### src/rtl/io_keysw_ctrl.sv
// KEY/SW memory-mapped input controller.
// Each input group is synchronized and debounced, then exposed as a read-only
// data register and a control/status register (ready, overrun, interrupt enable).
// The interrupt request is registered.

// Two-flop synchronizer plus STABLE/SETTLING debounce FSM for one input group.
module io_keysw_debounce #(
  parameter int             W               = 4,
  parameter logic [W-1:0]   RST_VAL         = '0,
  parameter int             DEBOUNCE_CYCLES = 100000,
  parameter int             DEBOUNCE_BITS   = 17
) (
  input  logic         clk,
  input  logic         reset,
  input  logic [W-1:0] raw_i,
  output logic [W-1:0] stable_o,
  output logic         event_o
);

  typedef enum logic {STABLE, SETTLING} state_e;

  localparam logic [DEBOUNCE_BITS-1:0] CNT_LAST = DEBOUNCE_BITS'(DEBOUNCE_CYCLES - 1);

  state_e                   state_q, state_d;
  logic [W-1:0]             sync1_q, sync2_q;
  logic [W-1:0]             stable_q, stable_d;
  logic [W-1:0]             cand_q, cand_d;
  logic [DEBOUNCE_BITS-1:0] cnt_q, cnt_d;
  logic                     event_d;

  // Synchronizer flops and debounce state registers.
  always_ff @(posedge clk or posedge reset) begin
    if (reset) begin
      sync1_q  <= RST_VAL;
      sync2_q  <= RST_VAL;
      stable_q <= RST_VAL;
      cand_q   <= RST_VAL;
      cnt_q    <= '0;
      state_q  <= STABLE;
    end else begin
      sync1_q  <= raw_i;
      sync2_q  <= sync1_q;
      stable_q <= stable_d;
      cand_q   <= cand_d;
      cnt_q    <= cnt_d;
      state_q  <= state_d;
    end
  end

  // Next-state logic: a new level is accepted only after it has been seen
  // unchanged for the full debounce window; returning to the old level
  // mid-window drops the candidate without an event.
  always_comb begin
    state_d  = state_q;
    stable_d = stable_q;
    cand_d   = cand_q;
    cnt_d    = cnt_q;
    event_d  = 1'b0;
    unique case (state_q)
      STABLE: begin
        if (sync2_q != stable_q) begin
          cand_d  = sync2_q;
          cnt_d   = '0;
          state_d = SETTLING;
        end
      end
      SETTLING: begin
        if (sync2_q != cand_q) begin
          cand_d = sync2_q;
          cnt_d  = '0;
          if (sync2_q == stable_q) begin
            state_d = STABLE;
          end
        end else if (cnt_q != CNT_LAST) begin
          cnt_d = cnt_q + 1'b1;
        end else begin
          stable_d = cand_q;
          cnt_d    = '0;
          state_d  = STABLE;
          event_d  = 1'b1;
        end
      end
      default: state_d = STABLE;
    endcase
  end

  assign stable_o = stable_q;
  // The event is taken from next-state so ready rises with the new stable value.
  assign event_o  = event_d;

endmodule

module io_keysw_ctrl #(
  parameter int               DBITS           = 32,
  parameter int               DEBOUNCE_CYCLES = 100000,
  parameter int               DEBOUNCE_BITS   = 17,
  parameter logic [DBITS-1:0] ADDR_KEY        = 32'hF0000010,
  parameter logic [DBITS-1:0] ADDR_SW         = 32'hF0000014,
  parameter logic [DBITS-1:0] ADDR_KCTRL      = 32'hF0000110,
  parameter logic [DBITS-1:0] ADDR_SCTRL      = 32'hF0000114
) (
  input  logic             clk,
  input  logic             reset,
  input  logic [DBITS-1:0] addr,
  input  logic [DBITS-1:0] wrData,
  input  logic             wrEn,
  input  logic             rdEn,
  input  logic [3:0]       KEY,
  input  logic [9:0]       SW,
  output logic             sel,
  output logic [DBITS-1:0] rdData,
  output logic             intr
);

  // Group index 0 is KEY, 1 is SW throughout the status logic.
  logic [3:0] key_stable;
  logic [9:0] sw_stable;
  logic [1:0] event_w;

  io_keysw_debounce #(
    .W              (4),
    .RST_VAL        (4'hF),
    .DEBOUNCE_CYCLES(DEBOUNCE_CYCLES),
    .DEBOUNCE_BITS  (DEBOUNCE_BITS)
  ) u_key_db (
    .clk     (clk),
    .reset   (reset),
    .raw_i   (KEY),
    .stable_o(key_stable),
    .event_o (event_w[0])
  );

  io_keysw_debounce #(
    .W              (10),
    .RST_VAL        (10'h000),
    .DEBOUNCE_CYCLES(DEBOUNCE_CYCLES),
    .DEBOUNCE_BITS  (DEBOUNCE_BITS)
  ) u_sw_db (
    .clk     (clk),
    .reset   (reset),
    .raw_i   (SW),
    .stable_o(sw_stable),
    .event_o (event_w[1])
  );

  logic hit_key, hit_sw, hit_kctrl, hit_sctrl;
  assign hit_key   = (addr == ADDR_KEY);
  assign hit_sw    = (addr == ADDR_SW);
  assign hit_kctrl = (addr == ADDR_KCTRL);
  assign hit_sctrl = (addr == ADDR_SCTRL);
  assign sel       = hit_key | hit_sw | hit_kctrl | hit_sctrl;

  logic [1:0] clr_w, ctrl_wr_w;
  assign clr_w     = {rdEn & hit_sw,    rdEn & hit_key};
  assign ctrl_wr_w = {wrEn & hit_sctrl, wrEn & hit_kctrl};

  logic [1:0] ready_q, ready_d;
  logic [1:0] ovr_q, ovr_d;
  logic [1:0] ie_q, ie_d;
  logic       intr_q, intr_d;

  // Only bits 4 (IE) and 1 (overrun keep) of a control write carry meaning.
  logic unused_wrdata;
  assign unused_wrdata = ^{wrData[DBITS-1:5], wrData[3:2], wrData[0]};

  // Status registers and the interrupt request.
  always_ff @(posedge clk or posedge reset) begin
    if (reset) begin
      ready_q <= '0;
      ovr_q   <= '0;
      ie_q    <= '0;
      intr_q  <= 1'b0;
    end else begin
      ready_q <= ready_d;
      ovr_q   <= ovr_d;
      ie_q    <= ie_d;
      intr_q  <= intr_d;
    end
  end

  // Status next-state: a change event sets ready (or overrun if an unread value
  // is being replaced); a data read clears ready; an overrun set beats a clear.
  always_comb begin
    ready_d = ready_q;
    ovr_d   = ovr_q;
    ie_d    = ie_q;
    for (int g = 0; g < 2; g++) begin
      if (ctrl_wr_w[g]) begin
        ie_d[g] = wrData[4];
        if (!wrData[1]) begin
          ovr_d[g] = 1'b0;
        end
      end
      if (event_w[g]) begin
        if (ready_q[g] && !clr_w[g]) begin
          ovr_d[g] = 1'b1;
        end
        ready_d[g] = 1'b1;
      end else if (clr_w[g]) begin
        ready_d[g] = 1'b0;
      end
    end
    intr_d = |(ie_d & ready_d);
  end

  assign intr = intr_q;

  logic [3:0] key_pressed;
  logic [4:0] kctrl_val, sctrl_val;
  assign key_pressed = ~key_stable;
  assign kctrl_val   = {ie_q[0], 2'b00, ovr_q[0], ready_q[0]};
  assign sctrl_val   = {ie_q[1], 2'b00, ovr_q[1], ready_q[1]};

  // Combinational read mux; unmapped addresses read as zero.
  always_comb begin
    rdData = '0;
    if (hit_key) begin
      rdData = DBITS'(key_pressed);
    end else if (hit_sw) begin
      rdData = DBITS'(sw_stable);
    end else if (hit_kctrl) begin
      rdData = DBITS'(kctrl_val);
    end else if (hit_sctrl) begin
      rdData = DBITS'(sctrl_val);
    end
  end

endmodule

### config.mk
export PLATFORM = sky130hd
export DESIGN_NAME = io_keysw_ctrl
export DESIGN_NICKNAME = d
export VERILOG_FILES = /design/src/rtl/io_keysw_ctrl.sv
export SDC_FILE = /design/constraint.sdc
export NUM_CORES = 1
export LEC_CHECK = 0
export CAP_MARGIN = 15
export CELL_PAD_IN_SITES_DETAIL_PLACEMENT = 1
export CELL_PAD_IN_SITES_GLOBAL_PLACEMENT = 2
export CORE_MARGIN = 3
export CORE_UTILIZATION = 33
export CTS_CLUSTER_SIZE = 8
export DETAILED_ROUTE_END_ITERATION = 8
export GPL_TIMING_DRIVEN = 1
export MAX_ROUTING_LAYER = met4
export PLACE_DENSITY_LB_ADDON = 0.3
export SLEW_MARGIN = 30
export SYNTH_ARGS = -nofsm -noshare
export SYNTH_HDL_FRONTEND = slang
export SYNTH_HIERARCHICAL = 1
export SYNTH_SLANG_ARGS = --single-unit
export TNS_END_PERCENT = 50
### constraint.sdc
create_clock -name clk -period 3.75 [get_ports clk]
set_input_delay 0.75 -clock clk [delete_from_list [all_inputs] [get_ports clk]]
set_output_delay 0.75 -clock clk [all_outputs]
set_load 0.02 [all_outputs]
==> results.md, run 1 <==
* Vias at 3619
* Cell Pwr Density at roughly 370 nW/um^2
* Final TNS setup at 0 ps
* Gr busiest metal: met2
* Met1 capacity usage during global routing at approximately 18%
* Routed len/inst at 16.4 um
* Fin worst setup slack at 175 ps
* Yosys warnings at 6
* Gr ovfl total at 0
* Comb power frac at 7.6%
* Place WS at -189 ps
* Routed WL at approximately 12000 um
* 1st-iter DRT viols at 97
* Area Overhead vs Synth at 21.7%
* Final nets at 615
* Vias per cell at 5.03
* Met2 Use GR at about 26%
* Die width at between 100 and 150 um
* Io pins at 116
* Crit path launch type: input pin
* Max-slew violation count at 0
* Die area at 16900 um^2
* Max Freq at 280 MHz
* First-pass GRT wire length at between 15000 and 20000 um
* Worst r2r path cells at 7
* RSZ-0062 raised after global routing: no
* Placed Cells at 704
* Num rows at 44
* Sequential share of the synthesized area at 49.3%
* Post-DP HPWL at 8750 um
* Synth Instances at 461
* Most used cell along the critical path: clkdlybuf4s50_1
* Vias in the first global route at 3931
* Initial Util at 34.3%
* Port Buffers at 63
* CTS Buf Count at 9
* Maximum VDD drop at 229 uV
* Max-cap violation count at 0
* Slew headroom at 50.8%
* Pin count of the biggest net entering global routing at 59
* Drt drc at 0
* Final antenna-violating net count at 0
* Share of cells above drive strength 1 at 17.4%
* Yosys reg bits at 99
* Pleak at 2.61 nW
* Top cell type's share of synthesized area at 41.0%
* First-pass DRT Iterations at 5
* Outcome: completed
* Routability cong. at 0.745
* Worst skew pair latency at 360 ps
* CP max stage delay at between 600 and 700 ps
* Antenna violations before repair at 0
* Number of diodes at 0
* Slowest stage cell on the critical path: clkdlybuf4s50_1
* Setup Skew at 8.48 ps
* Period minus WS final at 3570 ps
* Reg clk slew, reported paths at 70 ps
* Max clock buf depth at 2
* Met3 usage at 2.62%
* Internal at 1.72 mW
* Crit. End Element: output pin
* Mean post-synth cell area at 11.0 um^2
* CTS Root Cell: clkbuf_16
* Total track usage at 15.3%
* Post-synth ARST share at 100%
* Bufs and invs on worst path at 3
* Worst path depth at 7
* Slew @ Worst Pin at 734 ps
* Netlist cell types at 58
* CP Cell Sequence: clkdlybuf4s50_1, nor4bb_1, nand4_1, or2_1, buf_4, nor2_1, clkdlybuf4s50_1
* Setup Buffers After CTS at 0
* Worst endpoint required time at 3000 ps
* H-tree Lvls at 3
* Area contributors post-synth: dfrtp_1, dfstp_2, xnor2_1
* Hold Crit Class: flop to flop
* Switching pwr at 549 uW
* Mapped cell area at 5060 um^2
* Clock sink count at 99
* Die Height at 130 um
* Power share of the clock group at 43.3%
* Final Hold Viols at 0
* Sw frac at 24.2%
* Yosys top cell by area: dfrtp_1
* CP max FO at 8
* CP top delay family: buffers and inverters
* Non-filler cells, final at 720
* Worst Hold Depth at 0
* Critical path class: input pin to output pin
* Seq pwr share at between 40% and 50%
* Post-synth EDFFs at 0
* Main synth FF type: dfrtp_1
* Final Cycle Share at 95.3%
* Final Setup Violations at 0
* Crit path DAT at about 2800 ps
* TritonCTS clock tree: done
* Placeable Area at approximately 15000 um^2
-- worst reg2reg max path, cell delays in order, from the launching register on --
cell and delay, ps:
dfrtp_1 430, ha_1 270, and4_1 330, and4_1 280, nor4b_4 660, buf_4 310, a21o_1 130, a22o_1 140
-- final cells by class --
type / instances / area, um^2
fillers: 1629 / 8590
well taps: 184 / 230
multi-input cells: 325 / 2310
clock inverters: 4 / 36.3
flip-flops and latches: 99 / 2500
repair buffers: 79 / 743
clock buffers: 12 / 279
inverters: 17 / 63.8
-- metal layers --
layer / vias up / share of wire [%]
li1: 1752 / -
met1: 1809 / 44
met2: 42 / 51
met3: 16 / 2.4
met4: 0 / 2.2
met5: - / 0
-- cells by family after synthesis --
group	after synthesis	share of synthesized area, %
compound gates	59	8.13
fa+ha+maj	2	0.494
other cells	1	0.0741
xor+xnor	29	5.17
mux	41	9.59
buf+inv	58	6.65
flops	99	49.3
simple gates	172	20.5
-- placed cells by master (no fill, tap or decap), types with 3 or more instances in the layout --
cell | netlist | final
nor4_4 | 3 | 3
a221o_1 | 5 | 5
o21ai_1 | 3 | 3
dfrtp_1 | 83 | 83
o21ai_0 | 3 | 3
a21o_1 | 5 | 5
nor3_1 | 15 | 14
nand4_1 | 15 | 15
nand3_1 | 23 | 23
mux2_4 | 9 | 9
conb_1 | 1 | 22
buf_4 | 25 | 15
nand2_1 | 36 | 36
inv_1 | 17 | 16
nor4b_1 | 3 | 3
xnor2_1 | 26 | 26
a22o_1 | 7 | 7
o21a_1 | 4 | 4
nor2_1 | 31 | 31
clkdlybuf4s50_1 | 0 | 54
dfstp_2 | 16 | 16
mux2i_1 | 8 | 8
dlygate4sd2_1 | 0 | 9
mux2_1 | 9 | 9
clkbuf_16 | 0 | 11
and4_1 | 5 | 5
o211ai_1 | 3 | 3
a31oi_1 | 4 | 4
nor4_1 | 5 | 5
a211oi_1 | 4 | 4
and3_1 | 8 | 8
or3_2 | 3 | 3
mux2_2 | 15 | 15
a21oi_1 | 15 | 15
-- flip-flops by register name, summed over array words and instances, names as in the netlist --
| signal | flops |
|---|---|
| u_key_db/cnt_q | 17 |
| u_sw_db/cnt_q | 17 |
| u_sw_db/cand_q | 10 |
| u_sw_db/stable_o | 10 |
| u_sw_db/sync1_q | 10 |
| u_sw_db/sync2_q | 10 |
| u_key_db/cand_q | 4 |
| u_key_db/stable_o | 4 |
| u_key_db/sync1_q | 4 |
| u_key_db/sync2_q | 4 |
| ie_q | 2 |
| ovr_q | 2 |
| ready_q | 2 |
| intr | 1 |
| u_key_db/state_q | 1 |
| u_sw_db/state_q | 1 |
-- per-stage QoR --
| stage | area (um^2) | utilization [%] | total power [mW] | hold WS, ps |
|---|---|---|---|---|
| floorplan | 5140 | - | 1.24 | 331 |
| global placement | 5840 | 39.6 | 1.31 | 332 |
| global route | 6160 | 41.8 | 2.37 | 356 |
| detailed placement | 5850 | 39.7 | 1.31 | 336 |
| CTS | 6160 | 41.8 | 2.31 | 351 |
| finish | 6160 | 41.8 | 2.27 | 349 |
-- cells in the mapped netlist, drive strengths merged, types with 2 or more instances --
master / count
xnor2: 26
o221ai: 2
clkbuf: 8
a221o: 5
dfstp: 16
or2: 3
and3: 8
o31ai: 2
and4b: 2
o21ai: 6
nand2: 36
nor4: 10
nand3: 23
o211ai: 3
a21o: 5
and4: 5
mux2: 33
nand4: 17
o21a: 4
nand3b: 2
a21oi: 15
a22o: 7
inv: 17
or4: 3
nor3: 15
ha: 2
a31oi: 4
or3: 6
dfrtp: 83
and2: 2
nor4b: 7
mux2i: 8
nor2: 31
a211oi: 4
xor2: 3
buf: 33
-- worst paths after layout --
kind                               startpoint            endpoint  slack [ps]
min                        u_sw_db/sync1_q[9]  u_sw_db/sync2_q[9]         350
max                                  addr[30]           rdData[4]         180
min in group asynchronous               reset            ovr_q[1]         710
max reg2reg                 u_key_db/cnt_q[0]  u_key_db/cnt_q[12]        1160
max in group asynchronous               reset   u_key_db/cnt_q[2]        2200
min reg2reg                u_sw_db/sync1_q[9]  u_sw_db/sync2_q[9]         350
-- timing repair --
action	CTS	global route
resized for setup	10	0
setup endpoints to repair	9	0
hold buffers	0	0
-- power by group through the flow --
stage	clock network, mW	logic [mW]	registers [mW]
5_1_grt	1.06	0.191	1.12
3_5_place_dp	0	0.174	1.14
6_report	0.983	0.173	1.12
2_1_floorplan	0	0.112	1.13
4_1_cts	1.01	0.175	1.12
3_3_place_gp	0	0.170	1.14
Power figures use the tool's default switching activity.
==> inputs of run 2 (changes only) <==
--- a/config.mk
+++ b/config.mk
@@ -9,7 +9,7 @@
 export CELL_PAD_IN_SITES_DETAIL_PLACEMENT = 1
 export CELL_PAD_IN_SITES_GLOBAL_PLACEMENT = 2
 export CORE_MARGIN = 3
-export CORE_UTILIZATION = 33
+export CORE_UTILIZATION = 35
 export CTS_CLUSTER_SIZE = 8
 export DETAILED_ROUTE_END_ITERATION = 8
 export GPL_TIMING_DRIVEN = 1
==> run 2 against run 1 <==
  * Combinational power about the same
  * Sequential share of layout area increased by 0.29 points
  * Hold slack got worse by 1.2 ps
  * Global-route usage rose by 0.45 points
  * Sequential power is essentially flat
  * Maximum frequency grew 0.99%
  * Largest power group unchanged
  * Sequential cell count stayed put
  * Clock skew down 2.3 ps
  * Total power decreased by 5.1%
  * Count of clock-buffer cells in the layout is 1 higher
==> results.md, run 2 (synthesis results as in run 1) <==
* Outcome: completed
* Final Setup Violations at 0
* Max-slew violation count at 0
* Crit path launch type: input pin
* CP max FO at 8
* Setup Skew at about 6.2 ps
* Setup Buffers After CTS at 0
* TritonCTS clock tree: done
* Hold_buf cts at 0
* Worst endpoint required time at 3000 ps
* Share of cells above drive strength 1 at 17.1%
* Port Buffers at between 60 and 70
* Vias per cell at 5.09
* Slew headroom at 45.2%
* Max clock buf depth at 2
* Max-cap violation count at 0
* Maximum VDD drop at 340 uV
* H-tree Lvls at 3
* Largest regs: u_key_db/cnt_q (17), u_sw_db/cnt_q (17)
* Final nets at 616
* Num rows at 43
* Vias in the first global route at 3934
* Hold Crit Class: flop to flop
* Area Overhead vs Synth at 20.9%
* Clock sink count at 99
* Crit. End Element: output pin
* Placeable Area at ~14000 um^2
* Total track usage at 15.8%
* Post-CTS Resized at 7
* Final Cycle Share at a little over nine tenths
* Die area at 15900 um^2
* Post-DP Area at 5850 um^2
* First-pass GRT wire length at approximately 20000 um
* Routability cong. at between 0.7 and 0.8
* Drt drc at 0
* Final Instance Area at 6120 um^2
* Period minus WS final at 3540 ps
* Most frequent cells in the layout: dfrtp_1, clkdlybuf4s50_1, nand2_1
* Util after Layout at ~44%
* Io pins at 116
* Routed WL at 11700 um
* Pleak at roughly 2.6 nW
* Die width at 126 um
* Cell Pwr Density at approximately 350 nW/um^2
* Routed len/inst at 16.3 um
* Post-DP HPWL at 8630 um
* RSZ-0062 raised after global routing: no
* Final antenna-violating net count at 0
* Final Hold Viols at 0
* Most common cell after layout, fill and taps aside: dfrtp_1
* Initial Util at a little over a third
* Final TNS setup at 0 ps
* CTS Root Cell: clkbuf_16
* Vias at 3647
* Pin count of the biggest net entering global routing at 45
* Slew @ Worst Pin at 815 ps
* Gr ovfl total at 0
* Antenna violations before repair at 0
* Number of diodes at 0
* Crit path DAT at 2790 ps
* First-pass DRT Iterations at 4
* Final Power at 2.16 mW
* Max Freq at 283 MHz
* CTS Buf Count at 9
* Die Height at 126 um
* Critical path class: input pin to output pin
* Reg clk slew, reported paths at 60 ps
* 1st-iter DRT viols at 212
* Worst skew pair latency at 350 ps
run 2: per-layer routing:
layer / global-route usage, % / vias to the layer above / routed length, um
met5: - / - / 0
met4: 5.11 / 0 / 146
met3: 3.94 / 9 / 346
met2: 25.4 / 42 / 5830
met1: 19.6 / 1843 / 5360
li1: - / 1753 / -
run 2: final cells by class:
cell class | count | area [um^2]
inverter | 17 | 65.1
tap | 180 | 225
clock inverter | 3 | 15.0
fill | 1580 | 7870
clock buffer | 13 | 250
multi-input combinational | 325 | 2310
sequential | 99 | 2500
timing repair buffer | 80 | 758
run 2: worst paths after layout:
path | endpoint | slack [ps] | cells past startpoint | from
worst min register to register | u_sw_db/sync2_q[3] | 350 | 0 | u_sw_db/sync1_q[3]
worst max register to register | u_sw_db/stable_o[8] | 1130 | 6 | u_sw_db/cnt_q[0]
worst min-delay path | u_sw_db/sync2_q[3] | 350 | 0 | u_sw_db/sync1_q[3]
worst max-delay path | rdData[4] | 210 | 7 | addr[13]
max in group asynchronous | u_sw_db/stable_o[5] | 2130 | 3 | reset
min in group asynchronous | intr | 800 | 2 | reset
run 2: report_power, final:
group / switching (mW) / leakage (nW) / internal, mW
registers: 0.0201 / 1.23 / 1.10
logic: 0.0888 / 1.26 / 0.0841
clock network: 0.399 / 0.133 / 0.466
total: 0.508 / 2.62 / 1.65
run 2: worst max-delay path, stage by stage:
cell and delay [ps]:
clkdlybuf4s50_1 440, nor4_4 320, nand4_2 130, or2_1 260, buf_4 170, nor2_1 100
clkdlybuf4s50_1 620
run 2: through the flow:
step | cells | hold WS (ps) | setup WS, ps
final | 717 | 348 | 210
after detailed placement | 701 | 336 | -89.1
after floorplan | 482 | 331 | 771
after global routing | 717 | 358 | 58.6
after global placement | 700 | 332 | -123
after CTS | 717 | 351 | 34.1
